### config.mk
export PLATFORM = sky130hd
export DESIGN_NAME = mfp_multi_digit_seven_segment_display
export DESIGN_NICKNAME = d
export VERILOG_FILES = /design/src/rtl/mfp_seven_segment_pkg.sv /design/src/rtl/mfp_seven_segment_scan_counter.sv /design/src/rtl/mfp_multi_digit_seven_segment_display.sv
export SDC_FILE = /design/constraint.sdc
export NUM_CORES = 1
export LEC_CHECK = 0
export ABC_AREA = 1
export BUFFER_PORTS_ARGS = -buffer_cell sky130_fd_sc_hd__buf_2
export CELL_PAD_IN_SITES_DETAIL_PLACEMENT = 1
export CELL_PAD_IN_SITES_GLOBAL_PLACEMENT = 1
export CORE_AREA = 2 2 98 100
export DETAILED_ROUTE_END_ITERATION = 6
export DIE_AREA = 0 0 100 102
export MAX_ROUTING_LAYER = met4
export PLACE_DENSITY_LB_ADDON = 0.1
export SYNTH_ARGS = -nofsm -noshare
export SYNTH_HDL_FRONTEND = slang
export SYNTH_HIERARCHICAL = 1
export SYNTH_SLANG_ARGS = --single-unit
### constraint.sdc
create_clock -name clk -period 4.3 [get_ports clk]
set_input_delay 0.215 -clock clk [delete_from_list [all_inputs] [get_ports clk]]
set_output_delay 0.215 -clock clk [all_outputs]
set_load 0.01 [all_outputs]
### src/rtl/mfp_seven_segment_pkg.sv
// Shared constants for the multiplexed seven-segment driver.
// Glyphs are active-high {g,f,e,d,c,b,a}; index is the hex nibble.
package mfp_seven_segment_pkg;

  localparam int MFP_N_7SEG_DIGITS_MAX = 16;
  localparam int MFP_7SEG_IDX_W = $clog2(MFP_N_7SEG_DIGITS_MAX);

  typedef logic [MFP_7SEG_IDX_W-1:0] digit_idx_t;

  localparam logic [15:0][6:0] MFP_7SEG_GLYPHS = {
    7'h71, 7'h79, 7'h5E, 7'h39,
    7'h7C, 7'h77, 7'h6F, 7'h7F,
    7'h07, 7'h7D, 7'h6D, 7'h66,
    7'h4F, 7'h5B, 7'h06, 7'h3F
  };

endpackage

### src/rtl/mfp_seven_segment_scan_counter.sv
// Slot/digit scan counter: cnt runs 0..REFRESH_DIV-1, idx steps per slot.
// snap marks the last cycle of a frame, when the inputs are captured.
import mfp_seven_segment_pkg::*;

module mfp_seven_segment_scan_counter #(
  parameter int N_DIGITS    = 8,
  parameter int REFRESH_DIV = 50000
) (
  input  logic       clk,
  input  logic       rst,
  output digit_idx_t idx,
  output logic       slot_first,
  output logic       slot_end,
  output logic       snap
);

  localparam int CNT_W = $clog2(REFRESH_DIV);
  localparam digit_idx_t LAST_IDX = digit_idx_t'(N_DIGITS - 1);

  logic [CNT_W-1:0] cnt;

  assign slot_first = (cnt == '0);
  assign slot_end   = (cnt == CNT_W'(REFRESH_DIV - 1));
  assign snap       = slot_end && (idx == LAST_IDX);

  always_ff @(posedge clk) begin
    if (rst) begin
      cnt <= '0;
      idx <= '0;
    end else if (slot_end) begin
      cnt <= '0;
      idx <= (idx == LAST_IDX) ? '0 : idx + digit_idx_t'(1);
    end else begin
      cnt <= cnt + CNT_W'(1);
    end
  end

endmodule

### src/rtl/mfp_multi_digit_seven_segment_display.sv
// Time-multiplexed N-digit seven-segment driver with PWM dimming.
// Define MFP_SEVEN_SEGMENT_LZB_EN to build in leading-zero blanking.
import mfp_seven_segment_pkg::*;

module mfp_multi_digit_seven_segment_display #(
  parameter int N_DIGITS         = 8,
  parameter int REFRESH_DIV      = 50000,
  parameter bit SEG_ACTIVE_LOW   = 1'b1,
  parameter bit DIGIT_ACTIVE_LOW = 1'b1
) (
  input  logic                  clk,
  input  logic                  rst,
  input  logic [4*N_DIGITS-1:0] number,
  input  logic [N_DIGITS-1:0]   dots,
  input  logic                  blank_lz,
  input  logic [3:0]            brightness,
  output logic [6:0]            seven_segments,
  output logic                  dot,
  output logic [N_DIGITS-1:0]   digit_sel,
  output logic                  frame_start
);

  localparam logic [N_DIGITS-1:0] SEL_OFF =
    {N_DIGITS{DIGIT_ACTIVE_LOW}};
  localparam logic [6:0] SEG_OFF = {7{SEG_ACTIVE_LOW}};

  digit_idx_t idx;
  logic slot_first;
  logic slot_end;
  logic snap;

  mfp_seven_segment_scan_counter #(
    .N_DIGITS    (N_DIGITS),
    .REFRESH_DIV (REFRESH_DIV)
  ) u_scan (
    .clk        (clk),
    .rst        (rst),
    .idx        (idx),
    .slot_first (slot_first),
    .slot_end   (slot_end),
    .snap       (snap)
  );

  logic [4*N_DIGITS-1:0] num_q;
  logic [N_DIGITS-1:0]   dots_q;
  logic                  armed;
  logic [3:0]            pwm;

  // armed suppresses frame_start for the all-zero frame after reset
  always_ff @(posedge clk) begin
    if (rst) begin
      num_q  <= '0;
      dots_q <= '0;
      armed  <= 1'b0;
    end else if (snap) begin
      num_q  <= number;
      dots_q <= dots;
      armed  <= 1'b1;
    end
  end

  always_ff @(posedge clk) begin
    if (rst) pwm <= 4'd0;
    else     pwm <= pwm + 4'd1;
  end

  logic blank;

`ifdef MFP_SEVEN_SEGMENT_LZB_EN
  logic blz_q;
  logic zero_run;

  always_ff @(posedge clk) begin
    if (rst)       blz_q <= 1'b0;
    else if (snap) blz_q <= blank_lz;
  end

  always_comb begin
    blank    = 1'b0;
    zero_run = 1'b1;
    for (int i = N_DIGITS - 1; i >= 1; i--) begin
      zero_run = zero_run && (num_q[4*i +: 4] == 4'h0);
      if (idx == digit_idx_t'(i)) blank = blz_q && zero_run;
    end
  end
`else
  logic blank_lz_unused;
  assign blank_lz_unused = blank_lz;
  assign blank = 1'b0;
`endif

  logic                lit;
  logic [3:0]          nib;
  logic                dot_raw;
  logic [N_DIGITS-1:0] sel_d;
  logic [6:0]          seg_d;
  logic                dot_d;
  logic                fs_d;

  assign lit  = (brightness == 4'hF) || (pwm < brightness);
  assign fs_d = armed && slot_first && (idx == '0);

  always_comb begin
    nib     = 4'h0;
    dot_raw = 1'b0;
    sel_d   = '0;
    for (int i = 0; i < N_DIGITS; i++) begin
      if (idx == digit_idx_t'(i)) begin
        nib      = num_q[4*i +: 4];
        dot_raw  = dots_q[i];
        sel_d[i] = lit;
      end
    end
    seg_d = (lit && !blank) ? MFP_7SEG_GLYPHS[nib] : 7'h00;
    dot_d = lit && !blank && dot_raw;
  end

  always_ff @(posedge clk) begin
    if (rst) begin
      digit_sel      <= SEL_OFF;
      seven_segments <= SEG_OFF;
      dot            <= SEG_ACTIVE_LOW;
      frame_start    <= 1'b0;
    end else begin
      digit_sel      <= sel_d ^ SEL_OFF;
      seven_segments <= seg_d ^ SEG_OFF;
      dot            <= dot_d ^ SEG_ACTIVE_LOW;
      frame_start    <= fs_d;
    end
  end

endmodule

== Yosys cells after proc, flatten, opt, wreduce, memory -nomap -nowiden ==
Memory sizes are Yosys's and may differ from the RTL's.
Index checks and enable logic that the tools add are counted.

* Register bits: 82
* ROM bits: 112
* Input bits: 47
* Memories kept: 1

{| class="wikitable"
|+ Memory list
! memory !! words !! bits a word !! rd ports !! clocked after Yosys merged registers in !! wr ports !! line !! text
|-
| (no name shown) || 16 || 7 || 1 || 0 || 0 || mfp_multi_digit_seven_segment_display.sv:114 || <nowiki>seg_d = (lit && !blank) ? MFP_7SEG_GLYPHS[nib] : 7'h00;</nowiki>
|}

* Add/sub/neg operators: 3
* $lt $le $gt $ge: 2
* Equality and inequality tests: 9
* Multiplexer cells: 27
* Bitwise logic cells: 3
* Reduce and logical (&&, ||, !) cells: 8

{| class="wikitable"
|+ Operator list
! operator !! count
|-
| two-way mux 4 bit || 9
|-
| adder 16 x 1 -> 16 bit (second input constant) || 1
|-
| == test 16 bit (second input constant) || 1
|-
| == test 4 x 3 -> 1 bit (second input constant) || 4
|-
| zero test 16 bit || 1
|-
| two-way mux 1 bit || 16
|-
| two-way mux 7 bit || 2
|-
| adder 4 x 1 -> 4 bit (second input constant) || 2
|-
| == test 4 x 2 -> 1 bit (second input constant) || 2
|-
| NOT 8 bit || 1
|-
| NOT 7 bit || 1
|-
| less-than comparator 4 x 5 -> 1 bit (second input constant) || 1
|-
| == test 4 x 1 -> 1 bit (second input constant) || 1
|-
| == test 4 bit (second input constant) || 1
|-
| logical AND 1 bit || 4
|-
| zero test 4 bit || 1
|-
| less-than comparator 4 bit || 1
|-
| OR reduction 2 bit || 1
|-
| logical OR 1 bit || 1
|-
| NOT 1 bit || 1
|}

== Longest topological paths before layout ==
* Depth after elaboration: 13
* Mapped depth: 14
* Mapped depth without buffers: 14

== Modules after synthesis ==
Netlist, hierarchy kept.

{| class="wikitable"
|+ Modules (own cells, without submodules)
! module !! times used !! cells an instance !! area each (sq um) !! seq. area each (sq um)
|-
| mfp_multi_digit_seven_segment_display || 1 || 373 || 2682.6 || 1241.2
|-
| mfp_seven_segment_scan_counter || 1 || 168 || 1183.6 || 400.4
|}

== Worst setup path before layout ==
OpenSTA, ideal clock, no wires.

* Path kind: reg-to-reg
* From: reg u_scan.idx[2]
* To: reg seven_segments[3]
* Library setup time: 121 ps
* Data arrival time: 1872 ps
* Data required time: 4179 ps
* Setup slack: 2307 ps
* Cell stages (with the launch flop): 14
* Path buffers: 1
* Cell sequence: dfxtp_1 > nor2_1 > buf_2 > nand3_1 > nand3_1 > nor2_1 > nand4_1 > nor2_1 > inv_1 > ha_1 > inv_1 > nand2_1 > nand3_1 > nand3_1

* Cells in the longest elaborated chain, start to end: 13
* Elaborated cells between the ends (all ways): 20

{| class="wikitable"
|+ RTL lines
! what !! line !! text
|-
| start, declared || mfp_seven_segment_scan_counter.sv:11 || <nowiki>output digit_idx_t idx,</nowiki>
|-
| start signal, assigned || mfp_seven_segment_scan_counter.sv:32 || <nowiki>idx <= (idx == LAST_IDX) ? '0 : idx + digit_idx_t'(1);</nowiki>
|-
| zero test 4 bit || mfp_multi_digit_seven_segment_display.sv:108 || <nowiki>if (idx == digit_idx_t'(i)) begin</nowiki>
|-
| two-way mux 4 bit (7 in a row) || mfp_multi_digit_seven_segment_display.sv:108 ||
|-
| two-way mux 4 bit * || mfp_multi_digit_seven_segment_display.sv:108 ||
|-
| memory read (16 x 7 bit) * || - ||
|-
| two-way mux 7 bit (not written as such) * || mfp_multi_digit_seven_segment_display.sv:114 ||
|-
| two-way mux 7 bit * || mfp_multi_digit_seven_segment_display.sv:114 ||
|-
| NOT 7 bit (no source line) * || - ||
|-
| end signal, assigned || mfp_multi_digit_seven_segment_display.sv:126 || <nowiki>seven_segments <= seg_d ^ SEG_OFF;</nowiki>
|-
| end, declared || mfp_multi_digit_seven_segment_display.sv:17 || <nowiki>output logic [6:0] seven_segments,</nowiki>
|}

Every way passes the cells marked *; elsewhere a longest branch is shown, timed or not. The select of a mux whose other input is x is not followed.
A chain may end at the register's enable or synchronous reset.

== Worst setup path in the final report ==
Ends and elaborated chain as after synthesis.

==> results.toml <==
[setup_path]
path_common_cell = "nor2_1"
critPathBufInv = 2
cp_top_family = "simple AND/OR/NAND/NOR gates"
crit_slowest_cell = "nor2_1"
crit_chain = "nor2_1 -> nand3_1 -> nor2_1 -> nor2_1 -> nand4_1 -> nor2_1 -> inv_1 -> ha_1 -> inv_1 -> nand2_1 -> nand3_1 -> nand3_1"
critPathCaptureType = "flop"
path_class = "flop to flop"
arrival_ns = 2.91
cp.required_ns = 4.53
crit_path_start_kind = "flop"
max_stage_delay_ns = 0.70
critPathMaxFanout = 15

[finish]
seq_area_mm2 = 0.00164
final_cell_count_no_fill = 717
layout-drive-gt1-share_pct = 18.5
final_cell_mix = "114 x nor2_1, 94 x nand2_1, 82 x dfxtp_1, 62 x buf_2, 55 x inv_1"
n_fill_cell = 1221
final_common_cell = "nor2_1"
area_delta_synth_final_pct = 15.8
multi_input_area_mm2 = 0.00192
fin_nets = 661
n_antenna_cell = 0
utilization_pct = 49.1

[timing]
finalClockSkew_ns = 0.0128
finalSetupViolCount = 0
period_minus_slack_ns = 2.68
tns_ns = 0
rsz0062_at_grt = "false"
worstMarginPinSlew_ns = 1.05
maxSlewHeadroom_pct = 30.1
fin_crit_sh_pct = 62.3
timing.final.ws_setup_ns = 1.62
timing.fmax_mhz = 373
hold_violations = 0
drv_slew = 0

[floorplanning]
io_pins = 64
fp.dieH_um = 102
core_mm2 = 0.00911
die_w_um = 100
rows = 35
initial_core_util_pct = 42.4
die_area_mm2 = 0.0102

[power_and_ir_drop]
p_sw_w = 0.000330
ir_worst_vdd_v = 0.000148
leakage_nw = 1.98
p_seq_share_pct = 52.7
p_per_area_mw_per_mm2 = 329
p_clk_share_pct = 42.3
combPwrFrac_pct = 5.0
power.internal_w = 0.00114
power_w = 0.00147
switching_share_pct = 22.4

[route]
drtAntennaViolNets = 0
drt_iter0_markers = 66
wirelength_mm = 10.0
vias = 3558
avgRoutedWirePerCell_um = 14.0
viasPerCell = 4.96
first_pass_iters = 4
post-route-drc-count = 0

[clock_network]
cts.repair.resized = 0
cts_buffers = 9
cts_sinks = 82
postCtsSetupBuffers = 0
clkTransAtPathRegs_ns = 0.09
cts_tree = "done"
htreeDepth = 3
cts_root_buf = "clkbuf_8"
insertion_delay_ns = 0.35
postCtsHoldBufs = 0
cts_buffer_depth = 2

[placement]
place_congestion = 0.824
dp_cells = 701
dpl_worst_slack_ns = 1.61
hpwl_mm = 7.34
port_buffers = 62

[yosys]
yosysSeqAreaShare_pct = 42.5
synthesis.area_mm2 = 0.00387
syn_avg_cell_area_um2 = 7.15
synth-seq-cells = 82
yosysWarningCount = 6
syn_inst = 541
syn_nets = 601
yosys.cell_types.count = 33

[global_routing]
antenna_found_initial = 0
track_usage_pct = 21.7
grt_pass1_vias = 3615
grt_pass1_wl_mm = 17.0
grt-ovfl-total = 0
grt_max_degree = 42

[job]
max_cap_viol_count = 0

[min_path]
hp-class = "primary input to flop"

[run_status]
status = "completed"
-- worst reg2reg max path, stage by stage (launching register included) --
cell,delay (ns)
dfxtp_1,0.38
nor2_1,0.70
nand3_1,0.37
nor2_1,0.18
nor2_1,0.07
nand4_1,0.07
nor2_1,0.12
inv_1,0.13
ha_1,0.25
inv_1,0.06
nand2_1,0.06
nand3_1,0.09
nand3_1,0.07
-- final timing paths --
path	startpoint	slack, ns	to	cells past startpoint
min	number[31]	0.08	num_q[31]$_SDFFE_PP0P_	3
min reg2reg	num_q[23]$_SDFFE_PP0P_	0.46	num_q[23]$_SDFFE_PP0P_	2
max	u_scan/idx[2]$_SDFFE_PP0N_	1.62	seven_segments[3]$_SDFF_PP1_	12
max reg2reg	u_scan/idx[2]$_SDFFE_PP0N_	1.62	seven_segments[3]$_SDFF_PP1_	12
-- cell usage after synthesis (all sizes together) --
cell / number / area, um^2
a21oi: 22 / 114
buf: 2 / 25.0
clkbuf: 13 / 48.8
clkinv: 1 / 5.00
dfxtp: 82 / 1640
ha: 13 / 163
inv: 59 / 221
nand2: 100 / 409
nand3: 41 / 223
nand4: 12 / 81.3
nor2: 129 / 537
nor3: 9 / 60.1
nor4: 1 / 6.26
o211ai: 3 / 22.5
o21a: 1 / 7.51
o21ai: 43 / 215
o21bai: 1 / 7.51
o41ai: 1 / 8.76
xnor2: 2 / 17.5
xor2: 6 / 52.6
-- flip-flops by register name, summed over array words and instances, names as in the netlist --
signal / flops
num_q: 32
u_scan/cnt: 16
digit_sel: 8
dots_q: 8
seven_segments: 7
pwm: 4
u_scan/idx: 4
armed: 1
dot: 1
frame_start: 1
-- per-layer routing --
metal	routed length (um)	vias up	GRT usage (%)	share of wire, %
li1	-	1844	-	-
met3	256	13	4.04	2.6
met2	4980	56	37.4	50
met4	122	0	6.74	1.2
met5	0	-	-	0
met1	4670	1645	25.7	47
-- power by group through the flow --
stage | logic [W] | clock network [W] | registers, W
6_report | 0.0000739 | 0.000624 | 0.000777
2_1_floorplan | 0.0000356 | 0 | 0.000797
3_5_place_dp | 0.0000746 | 0 | 0.000795
4_1_cts | 0.0000756 | 0.000641 | 0.000777
3_3_place_gp | 0.0000722 | 0 | 0.000794
5_1_grt | 0.0000844 | 0.000672 | 0.000778
-- stage by stage --
step	instance area (um^2)	hold slack, ns
final	4480	0.0789
after global routing	4480	0.0714
after CTS	4480	0.0639
after detailed placement	4260	0.443
after global placement	4260	0.435
after floorplan	3870	0.282
-- final cells by class --
type | instances | area share (%)
Clock inverter | 5 | 1.73
Sequential cell | 82 | 36.7
Inverter | 60 | 5.06
Timing Repair Buffer | 64 | 7.27
Clock buffer | 11 | 3.16
Tap cell | 111 | 3.10
Multi-Input combinational cell | 384 | 43.0
-- cells by family (layout without fill, tap and decap cells) --
logic type	Yosys count	count (layout)	synth area share, %
AOI/OAI and AO/OA	71	71	9.71
DFF	82	82	42.5
adders and majority gates	13	13	4.21
buffers and inverters	75	140	7.77
xor gates and xnor gates	8	8	1.81
and+or+nand+nor	292	292	34.0
Note: power is estimated with default switching activity, not from simulation.
